===== src/rtl/regfile_write_decoder.sv =====
// Write side of the 32-entry register file: buffers write-back requests in a
// 2-entry FIFO and issues them as one-cycle one-hot strobes. Optional build
// macro REGWR_COALESCE_EN merges a request into the newest unissued entry.
module regfile_write_decoder #(
  parameter int unsigned ADDR_W   = 5,
  parameter int unsigned DATA_W   = 64,
  parameter int unsigned NUM_REGS = 32,
  parameter int unsigned ZERO_REG = 31
) (
  input  logic                clk,
  input  logic                reset,
  input  logic                wr_valid,
  output logic                wr_ready,
  input  logic [ADDR_W-1:0]   wr_addr,
  input  logic [DATA_W-1:0]   wr_data,
  input  logic                wr_stall,
  output logic [NUM_REGS-1:0] reg_we,
  output logic [DATA_W-1:0]   reg_wdata,
  input  logic [ADDR_W-1:0]   chk_addr,
  output logic                chk_hit,
  output logic                busy
);

  localparam int unsigned FIFO_DEPTH = 2;
  localparam int unsigned CNT_W      = 2;

  typedef struct packed {
    logic [ADDR_W-1:0] addr;
    logic [DATA_W-1:0] data;
  } wr_entry_t;

  wr_entry_t          fifo_q [FIFO_DEPTH];
  logic               rd_ptr;
  logic               wr_ptr;
  logic [CNT_W-1:0]   count;
  logic [CNT_W-1:0]   count_next;

  logic               accept;
  logic               is_zero;
  logic               push;
  logic               pop;
  logic               coalesce;
  wr_entry_t          head;
  logic [NUM_REGS-1:0] head_onehot;
  logic [FIFO_DEPTH-1:0] slot_valid;

  assign wr_ready = !reset && (count < CNT_W'(FIFO_DEPTH));
  assign accept   = wr_valid && wr_ready;
  assign is_zero  = (wr_addr == ADDR_W'(ZERO_REG));
  assign pop      = (count != '0) && !wr_stall;
  assign head     = fifo_q[rd_ptr];

`ifdef REGWR_COALESCE_EN
  logic newest;
  assign newest = ~wr_ptr;
  // An entry being popped this edge is already issuing, so it cannot absorb data.
  assign coalesce = accept && !is_zero && (count != '0)
                    && !(pop && (count == CNT_W'(1)))
                    && (fifo_q[newest].addr == wr_addr);
`else
  assign coalesce = 1'b0;
`endif

  assign push = accept && !is_zero && !coalesce;

  // Occupancy update
  always_comb begin
    count_next = count;
    unique case ({push, pop})
      2'b10:   count_next = count + CNT_W'(1);
      2'b01:   count_next = count - CNT_W'(1);
      default: count_next = count;
    endcase
  end

  // Address decode of the head entry into a one-hot strobe
  always_comb begin
    head_onehot = '0;
    for (int i = 0; i < int'(NUM_REGS); i++) begin
      head_onehot[i] = (head.addr == ADDR_W'(i));
    end
  end

  always_ff @(posedge clk or posedge reset) begin
    if (reset) begin
      for (int i = 0; i < int'(FIFO_DEPTH); i++) begin
        fifo_q[i] <= '0;
      end
      rd_ptr    <= 1'b0;
      wr_ptr    <= 1'b0;
      count     <= '0;
      reg_we    <= '0;
      reg_wdata <= '0;
    end else begin
      if (push) begin
        fifo_q[wr_ptr] <= '{addr: wr_addr, data: wr_data};
        wr_ptr         <= ~wr_ptr;
      end
`ifdef REGWR_COALESCE_EN
      if (coalesce) begin
        fifo_q[newest].data <= wr_data;
      end
`endif
      if (pop) begin
        rd_ptr    <= ~rd_ptr;
        reg_we    <= head_onehot;
        reg_wdata <= head.data;
      end else begin
        reg_we    <= '0;
      end
      count <= count_next;
    end
  end

  // Slot at rd_ptr is live with one entry; the other slot only when full
  always_comb begin
    slot_valid = '0;
    for (int i = 0; i < int'(FIFO_DEPTH); i++) begin
      slot_valid[i] = (1'(i) == rd_ptr) ? (count != '0) : (count == CNT_W'(FIFO_DEPTH));
    end
  end

  always_comb begin
    chk_hit = reg_we[chk_addr];
    for (int i = 0; i < int'(FIFO_DEPTH); i++) begin
      if (slot_valid[i] && (fifo_q[i].addr == chk_addr)) begin
        chk_hit = 1'b1;
      end
    end
    if (chk_addr == ADDR_W'(ZERO_REG)) begin
      chk_hit = 1'b0;
    end
  end

  assign busy = (count != '0) || (reg_we != '0);

endmodule


===== config.mk =====
export PLATFORM = sky130hd
export DESIGN_NAME = regfile_write_decoder
export DESIGN_NICKNAME = d
export VERILOG_FILES = /design/src/rtl/regfile_write_decoder.sv
export SDC_FILE = /design/constraint.sdc
export NUM_CORES = 1
export LEC_CHECK = 0
export ABC_CLOCK_PERIOD_IN_PS = 9200
export BUFFER_PORTS_ARGS = -buffer_cell sky130_fd_sc_hd__buf_2
export CAP_MARGIN = 20
export CORE_UTILIZATION = 45
export CTS_CLUSTER_DIAMETER = 60
export DETAILED_ROUTE_END_ITERATION = 10
export GPL_TIMING_DRIVEN = 0
export HOLD_SLACK_MARGIN = 0.08
export PLACE_DENSITY_LB_ADDON = 0.08
export SYNTH_ARGS = -nofsm -noshare
export SYNTH_HDL_FRONTEND = slang
export SYNTH_SLANG_ARGS = --single-unit

===== constraint.sdc =====
create_clock -name clk -period 9.2 [get_ports clk]
set_input_delay 1.84 -clock clk [delete_from_list [all_inputs] [get_ports clk]]
set_output_delay 1.84 -clock clk [all_outputs]
set_load 0.05 [all_outputs]

==> results.md <==
* Outcome: completed
* Synth Area per Inst at 13.2 sq um
* Initial Util at 46.4%
* Gp weighted congestion at 0.781
* Crit. End Element: output pin
* Synth warn at 0
* Endpoints failing setup at 0
* Worst-margin pin slew at 1.00 ns
* Gate power share at 38.8%
* Reg2reg start: count[0]
* R2R setup slack at 7.17 ns
* Internal Power at 2.79 mW
* Die width at 150 um
* Clock Latency Late Sink at 0.52 ns
* # fillers at 1842
* Hold path startpoint: reg_wdata[59]
* Critical Path Slowest Stage Cell: clkbuf_1
* Initial antenna violation count at 3
* FF-to-FF path depth at 9
* Total negative slack at 0 ns
* Finished Layout Cells at 1246
* Min cycle time layout at 5.40 ns
* Commonest non-fill, non-tap cell in the layout: dfrtp_1
* Worst hold path class: flop to flop
* P&R area growth vs syn at 21.6%
* CTS max path bufs at 3
* Hpwl dp at 15600 um
* Ys async rst share at 100%
* Via count at 6453
* Post-DR vias/cell at 5.18
* Post-synth EDFFs at 0
* Clock Sinks at 238
* Syn nets at 825
* Multi-input gate area at 3650 sq um
* Leading cell types in the layout, fill and taps excluded: dfrtp_1 (238), buf_2 (202), mux2_2 (118)
* Startpoint Class: input pin
* Sw frac at 38.8%
* Die Y at 150 um
* CP cell instances: clkbuf_1 -> xnor2_1 -> nand4_1 -> a2111oi_0 -> a31oi_1 -> a2bb2oi_1 -> buf_2
* Synthesis-stage register bit count at 238
* Core Box Area at 21300 sq um
* Dpl ws at 3.79 ns
* IO buf count at 174
* H-tree levels at 1
* FF-to-FF End: count[1]
* Worst vdd ir at 0.212 mV
* Register area at 5960 sq um
* Post-route setup slack at 3.80 ns
* Worst clock skew at 0.0153 ns
* Register area share after synthesis at 60.3%
* Post-CTS Setup Inserts at 0
* Hold Violations, Final at 0
* WHS at 0.473 ns
* MaxCap Viol Count at 0
* Total Routing Usage GR at 20.5%
* CP arrival at 3.56 ns
* Drt total wl at 22300 um
* Critical path type: input pin to output pin
* CTS tree: done
* Fmax at 185 MHz
* Wirelength per Cell at 17.9 um
* Top-level port count at 177
* DRC violations left at 0
* Clk slew on worst S/H paths at 0.06 ns
* Vias in the first global route at 6858
* Nets at 1028
* Tcrit/Tclk final at 58.7%
* P per Cell Area at 380 nW/um^2
* Primary FF master, synth: dfrtp_1
* Hold Path Cell Cnt at 2
* Rows at 53
* Worst-path maximum fanout at 9
* Clk pwr share at 22.5%
* DRT Pass-1 Iters at 6
* Min-Delay Endpoint: reg_wdata[59]
* Placed cell count at 1197
* Total CTS buffers at 25
* Remaining antenna violation count after routing at 0
* DRT iter0 DRCs at 249
* Sequential share of power at 38.7%
* Sw Pwr at 1.77 mW
* Max-slew violation count at 0
* First-pass GRT wire length at 36100 um
* CP required at 7.36 ns
* Post-CTS Hold Buffers at 0
* Post-cts resize count at 0
* RSZ-0062 raised after global routing: false
* Synth cell types at 38
* Slew headroom at 32.9%
* Largest net degree at the start of global routing at 113
* Share of cells above drive strength 1 at 39.8%
* GR Overflow Total at 0
* Root buffer cell: clkbuf_16
* Lkg Pwr at 5.80 nW
* Mapped Cells at 746
* Die area at 22600 sq um
* Crit-path max cell delay at 0.46 ns
* Post-synthesis cell area at 9880 sq um
## through the flow
stage / util (%) / power (mW) / instance area, sq um
floorplan: - / 3.10 / 9880
global placement: 52.1 / 3.50 / 11100
detailed placement: 52.4 / 3.58 / 11200
CTS: 56.4 / 4.62 / 12000
global route: 56.4 / 4.84 / 12000
finish: 56.4 / 4.56 / 12000
## worst max-delay path, delay by kind of cell
family	cells	cell delay, ns
compound gates	3	0.67
simple gates	1	0.11
xor+xnor	1	0.19
buf+inv	2	0.75
## cells by family after synthesis
family | share of synthesized area, %
buffers and inverters | 2.75
AOI/OAI and AO/OA | 4.58
and+or+nand+nor | 6.57
muxes | 24.4
xor gates and xnor gates | 1.33
adders and majority gates | 0.127
DFF | 60.3
## power by group through the flow
stage / clock (mW) / combinational, mW / sequential, mW
after floorplan: 0 / 0.896 / 2.21
after global placement: 0 / 1.75 / 1.75
after detailed placement: 0 / 1.79 / 1.78
after CTS: 1.05 / 1.80 / 1.77
after global routing: 1.09 / 1.92 / 1.83
final: 1.03 / 1.77 / 1.77
## state kept, by name (all words and copies together) (netlist names)
signal and flops:
count 2, fifo_q 138, rd_ptr 1, reg_wdata 64, reg_we 32, wr_ptr 1
## final cells by class
cell class | instances | area share (%)
Clock buffer | 39 | 6.14
Buffer | 43 | 2.07
Tap cell | 275 | 2.86
Multi-Input combinational cell | 459 | 30.4
Clock inverter | 6 | 0.906
Inverter | 6 | 0.250
Antenna cell | 4 | 0.0833
Timing Repair Buffer | 176 | 7.71
Sequential cell | 238 | 49.6
## worst max-delay path by stage
stage           startpoint            to  slack, ns  depth (start not counted)
5_1_grt        chk_addr[0]       chk_hit       3.63                          7
6_report       chk_addr[0]       chk_hit       3.80                          7
3_3_place_gp         reset  reg_wdata[4]      -1.36                          2
3_5_place_dp   chk_addr[0]       chk_hit       3.79                          7
4_1_cts        chk_addr[0]       chk_hit       3.78                          7
2_1_floorplan        reset      count[0]       0.83                          1
## cells in the mapped netlist (all sizes together) (2+ instances only)
library cell    n  area (sq um)
o31ai           2          15.0
xor2            5          43.8
nor2           42           170
nand2b          2          12.5
a31oi           5          31.3
o21ai          67           335
mux2          138          1550
nand3           3          15.0
nor4            9          56.3
dfrtp         238          5960
nand2          80           313
clkbuf          8          30.0
nand3b          3          22.5
nor3b           2          15.0
inv             6          22.5
mux2i          69           691
xnor2          10          87.6
nand4           4          25.0
buf            35           219
mux4            7           161
## layer usage
layer / global-route usage [%] / up-vias / part of all wire (%)
met5: 0 / - / 0
met4: 4.19 / 0 / 1.5
met3: 4.88 / 25 / 5.9
met2: 35.9 / 139 / 50
met1: 25.9 / 3269 / 43
li1: - / 3020 / -
Note: power is estimated with default switching activity, not from simulation.
